--- config.mk ---
export PLATFORM = sky130hd
export DESIGN_NAME = regfile_arb
export DESIGN_NICKNAME = d
export VERILOG_FILES = /design/src/rtl/regfile_arb_pkg.sv /design/src/rtl/regfile_arb_rr.sv /design/src/rtl/regfile_arb.sv
export SDC_FILE = /design/constraint.sdc
export NUM_CORES = 1
export LEC_CHECK = 0
export BUFFER_PORTS_ARGS = -buffer_cell sky130_fd_sc_hd__clkbuf_2
export CAP_MARGIN = 40
export CORE_MARGIN = 2
export CORE_UTILIZATION = 45
export DETAILED_ROUTE_END_ITERATION = 10
export PLACE_DENSITY = 0.8
export REMOVE_ABC_BUFFERS = 1
export SETUP_SLACK_MARGIN = 0.02
export SLEW_MARGIN = 0
export SYNTH_ARGS = -nofsm -noshare
export SYNTH_HDL_FRONTEND = slang
export SYNTH_SLANG_ARGS = --single-unit
--- constraint.sdc ---
create_clock -name clk -period 1.8 [get_ports clk]
set_input_delay 0.27 -clock clk [delete_from_list [all_inputs] [get_ports clk]]
set_output_delay 0.27 -clock clk [all_outputs]
set_load 0.01 [all_outputs]
--- src/rtl/regfile_arb_pkg.sv ---
// Shared definitions for the two-requester register-file arbiter:
// controller state encoding and requester identifiers.
package regfile_arb_pkg;

  typedef enum logic [1:0] {
    StIdle   = 2'd0,
    StAccess = 2'd1,
    StDone   = 2'd2
  } state_e;

  localparam logic ReqA = 1'b0;
  localparam logic ReqB = 1'b1;

endpackage

--- src/rtl/regfile_arb_rr.sv ---
// Round-robin winner selection between requesters A and B.
// Optional feature macro REGARB_LOCK_EN: the last-granted requester keeps the
// grant while it holds its lock input and is still requesting.
module regfile_arb_rr
  import regfile_arb_pkg::*;
(
  input  logic a_req,
  input  logic b_req,
  input  logic last,
`ifdef REGARB_LOCK_EN
  input  logic a_lock,
  input  logic b_lock,
`endif
  output logic winner
);

  // Pick the requester that did not win last time when both are asking.
  always_comb begin
    winner = ReqA;
    if (a_req && b_req) begin
      winner = (last == ReqB) ? ReqA : ReqB;
    end else if (b_req) begin
      winner = ReqB;
    end
`ifdef REGARB_LOCK_EN
    if (last == ReqA && a_lock && a_req) begin
      winner = ReqA;
    end else if (last == ReqB && b_lock && b_req) begin
      winner = ReqB;
    end
`endif
  end

endmodule

--- src/rtl/regfile_arb.sv ---
// Arbiter granting two requesters serialized access to an external register
// file. Each transaction takes IDLE -> ACCESS -> DONE; the winner and its
// request fields are latched at grant so later input changes are ignored.
// Optional feature macro REGARB_LOCK_EN adds a_lock/b_lock grant holding.
module regfile_arb
  import regfile_arb_pkg::*;
#(
  parameter int unsigned DW = 16,
  parameter int unsigned AW = 3
) (
  input  logic          clk,
  input  logic          reset_n,
  input  logic          a_req,
  input  logic          a_wr,
  input  logic [AW-1:0] a_num,
  input  logic [DW-1:0] a_wdata,
  input  logic          b_req,
  input  logic          b_wr,
  input  logic [AW-1:0] b_num,
  input  logic [DW-1:0] b_wdata,
`ifdef REGARB_LOCK_EN
  input  logic          a_lock,
  input  logic          b_lock,
`endif
  input  logic [DW-1:0] rf_data_out,
  output logic          a_ack,
  output logic          b_ack,
  output logic [DW-1:0] rdata,
  output logic          rf_write,
  output logic [AW-1:0] rf_writenum,
  output logic [AW-1:0] rf_readnum,
  output logic [DW-1:0] rf_data_in
);

  state_e        state_q, state_d;
  logic          last_q;
  logic          win_q;
  logic          wr_q;
  logic [AW-1:0] num_q;
  logic [DW-1:0] wdata_q;
  logic [DW-1:0] rdata_q;
  logic          winner;
  logic          any_req;

  assign any_req = a_req | b_req;

  regfile_arb_rr u_rr (
    .a_req  (a_req),
    .b_req  (b_req),
    .last   (last_q),
`ifdef REGARB_LOCK_EN
    .a_lock (a_lock),
    .b_lock (b_lock),
`endif
    .winner (winner)
  );

  // Next-state logic for the three-phase transaction sequence.
  always_comb begin
    state_d = state_q;
    unique case (state_q)
      StIdle:   if (any_req) state_d = StAccess;
      StAccess: state_d = StDone;
      StDone:   state_d = StIdle;
      default:  state_d = StIdle;
    endcase
  end

  // State register; reset drops straight back to idle, aborting any access.
  always_ff @(posedge clk or negedge reset_n) begin
    if (!reset_n) begin
      state_q <= StIdle;
    end else begin
      state_q <= state_d;
    end
  end

  // Latch winner and its transaction at grant; capture read data on leaving ACCESS.
  always_ff @(posedge clk or negedge reset_n) begin
    if (!reset_n) begin
      last_q  <= ReqB;
      win_q   <= ReqA;
      wr_q    <= 1'b0;
      num_q   <= '0;
      wdata_q <= '0;
      rdata_q <= '0;
    end else begin
      if (state_q == StIdle && any_req) begin
        last_q  <= winner;
        win_q   <= winner;
        wr_q    <= (winner == ReqA) ? a_wr    : b_wr;
        num_q   <= (winner == ReqA) ? a_num   : b_num;
        wdata_q <= (winner == ReqA) ? a_wdata : b_wdata;
      end
      if (state_q == StAccess && !wr_q) begin
        rdata_q <= rf_data_out;
      end
    end
  end

  // Register-file drive only during ACCESS; acks only during DONE.
  always_comb begin
    rf_write    = 1'b0;
    rf_writenum = '0;
    rf_readnum  = '0;
    rf_data_in  = '0;
    a_ack       = 1'b0;
    b_ack       = 1'b0;
    if (state_q == StAccess) begin
      rf_write    = wr_q;
      rf_writenum = num_q;
      rf_readnum  = num_q;
      rf_data_in  = wdata_q;
    end
    if (state_q == StDone) begin
      a_ack = (win_q == ReqA);
      b_ack = (win_q == ReqB);
    end
  end

  assign rdata = rdata_q;

endmodule

==> impl_metrics.py <==
metrics = {
    "floorplan": {
        "die_y_um": 69.23,
        "fp.dieArea_um2": 4792,
        "fp.dieW_um": 69.23,
        "start_util_pct": 47.18,
        "top_level_ports": 101,
        "fp-row-count": 23,
        "core-area_um2": 4058,
    },
    "synth": {
        "ys_warn_count": 0,
        "avgSynthCellArea_um2": 13.77,
        "synth_top_area_cell": "dfrtp_1",
        "synth_area_leaders": "dfrtp_1, mux2_2, and2_1, buf_6, dfstp_2",
        "yosysUniqueCellTypes": 21,
        "yosysTopAreaCellShare_pct": 50.98,
        "synth.yosys.seq_area_share_pct": 52.35,
        "syn_area_um2": 1914,
        "synth_cells": 139,
        "ys_ff_latch": 40,
    },
    "run": {
        "maxCapViolCount": 0,
    },
    "clock_tree": {
        "clkTransAtPathRegs_ns": 0.07,
        "numCtsBuffers": 5,
        "root_buffer": "clkbuf_8",
        "ctsResizeCount": 0,
        "clkLatencyLatePin_ns": 0.28,
        "holdBufCountCts": 1,
        "cts_max_level": 2,
        "cts_tree": "built",
        "clock_sinks": 40,
        "cts_max_path_buffers": 2,
        "post-cts-setup-buffer-count": 0,
    },
    "setup_path": {
        "worstPathRequired_ns": 1.97,
        "cp-end-kind": "register",
        "cp.arrival_ns": 1.83,
        "critPathKind": "reg -> reg",
        "path_max_fanout": 17,
        "start_kind": "register",
    },
    "pwr": {
        "vdd_drop_max_v": 0.001014,
        "p_clk_share_pct": 14.5,
        "p_sw_w": 0.001366,
        "power_switching_share_pct": 33.16,
        "cellPowerDensity_nw_per_um2": 1599,
        "seq_power_share_pct": 39.0,
        "power.total_w": 0.004119,
        "p_int_w": 0.002753,
        "p_leak_nw": 1.307,
        "power_frac_comb_pct": 46.5,
    },
    "finish": {
        "design_area_um2": 2575,
        "multi_input_area_um2": 833.3,
        "diodes": 0,
        "syn2layout_area_growth_pct": 34.51,
        "nNetsFinal": 301,
        "drive_gt1_share_pct": 70.66,
        "postLayoutCoreUtil_pct": 63.46,
        "final-seq-area_um2": 1002,
        "final_common_cell": "clkbuf_2",
        "num-fill-cells": 330,
        "final_cell_mix": "clkbuf_2, mux2_2, dfrtp_1",
    },
    "global_route": {
        "grt_overflow": 0,
        "grt_start_max_net_pins": 41,
        "grt_pass1_wl_um": 6513,
        "grt_usage_pct": 16.76,
        "first_global_vias": 1493,
        "grt_antenna_before_repair": 0,
    },
    "route": {
        "dr.pass1.iters": 2,
        "wire_per_inst_um": 12.68,
        "wl_um": 3704,
        "viasPerCell": 4.908,
        "drc": 0,
        "drtIter0Drc": 56,
        "final_antenna_net_count": 0,
        "num_vias": 1433,
    },
    "sta": {
        "setup_viol": 0,
        "finalHoldViolations": 0,
        "fin_crit_sh_pct": 92.54,
        "rsz0062_at_grt": "false",
        "layout_setup_ws_ns": 0.1342,
        "fin_setup_tns_ns": 0,
        "fin_crit_ns": 1.666,
        "finalMaxSlewViolations": 0,
        "max_freq_mhz": 600.3,
        "worst_pin_slew_ns": 0.4370,
        "worst_slew_margin_rel_pct": 70.86,
        "fin_skew_ns": 0.005452,
    },
    "status": {
        "status": "finished clean",
    },
    "place": {
        "gp_congestion": 0.7000,
        "place_hpwl_um": 2844,
        "postPlaceCellArea_um2": 2472,
        "dp_worst_setup_slack_ns": 0.1231,
        "port_buffers": 100,
    },
    "min_path": {
        "hold_class": "in -> reg",
    },
}
-- sequential cells by signal, summed over array words and instances (netlist names) --
register  cells
rdata        16
wdata_q      16
num_q         3
state_q       2
last_q        1
win_q         1
wr_q          1
-- critical path, stage by stage (launching register included) --
cell and delay, ns:
dfstp_2 0.54, a21bo_2 0.22, buf_12 0.18, mux2_2 0.34
mux2_2 0.26
-- path summary, 6_finish.rpt --
check	from	end	slack, ns	cells after the start
setup / recovery	last_q	wdata_q[14]	0.13	4
hold / removal	a_req	last_q	0.19	2
setup reg to reg	last_q	wdata_q[14]	0.13	4
hold reg to reg	wdata_q[15]	wdata_q[15]	0.50	1
max in group asynchronous	reset_n	last_q	1.06	3
min in group asynchronous	reset_n	wdata_q[6]	0.50	3
-- metrics by stage --
step	hold WS, ns	instances
2_1_floorplan	-0.02559	128
3_3_place_gp	0.2665	282
3_5_place_dp	0.2665	283
4_1_cts	0.1814	292
5_1_grt	0.1958	292
6_report	0.1933	292
-- layer usage --
metal / GRT usage [%] / routed length, um / vias up
met5: 0 / 0 / -
met4: 5.447 / 10 / 0
met3: 6.831 / 372 / 2
met2: 29.17 / 1833 / 70
met1: 18.60 / 1487 / 680
li1: - / - / 681
-- Yosys cell counts --
library cell   n
a21o_1         1
nor2_1         1
nor2b_2        1
buf_6          3
inv_1          1
buf_2          3
dfstp_2        1
a21bo_2        1
mux2_1         2
nor2b_1        1
and2_1        20
dfrtp_1       39
buf_4          3
mux2_2        54
and3b_1        1
a31oi_1        1
clkbuf_1       2
o21ai_0        1
nor3b_1        1
a21oi_1        1
nor3_1         1
-- layout make-up --
cell class,count,area share [%]
sequential,40,38.92
multi-input combinational,87,32.36
timing repair buffer,106,22.55
clock buffer,6,3.207
tap,50,2.430
clock inverter,2,0.3887
inverter,1,0.1458
-- logic make-up after synthesis --
logic type / synth area share, %
flip-flops: 52.35
AND/OR/NAND/NOR: 8.628
AO/OA/AOI/OAI: 1.765
multiplexers: 32.94
buffers and inverters: 4.313
-- power groups by stage --
| stage | sequential (W) | clock (W) | combinational, W |
|---|---|---|---|
| after floorplan | 0.00166 | 0 | 0.00114 |
| after global placement | 0.00160 | 0 | 0.00187 |
| after detailed placement | 0.00162 | 0 | 0.00195 |
| after CTS | 0.00161 | 0.000620 | 0.00196 |
| after global routing | 0.00167 | 0.000660 | 0.00210 |
| final | 0.00161 | 0.000596 | 0.00192 |
Power figures use the tool's default switching activity.
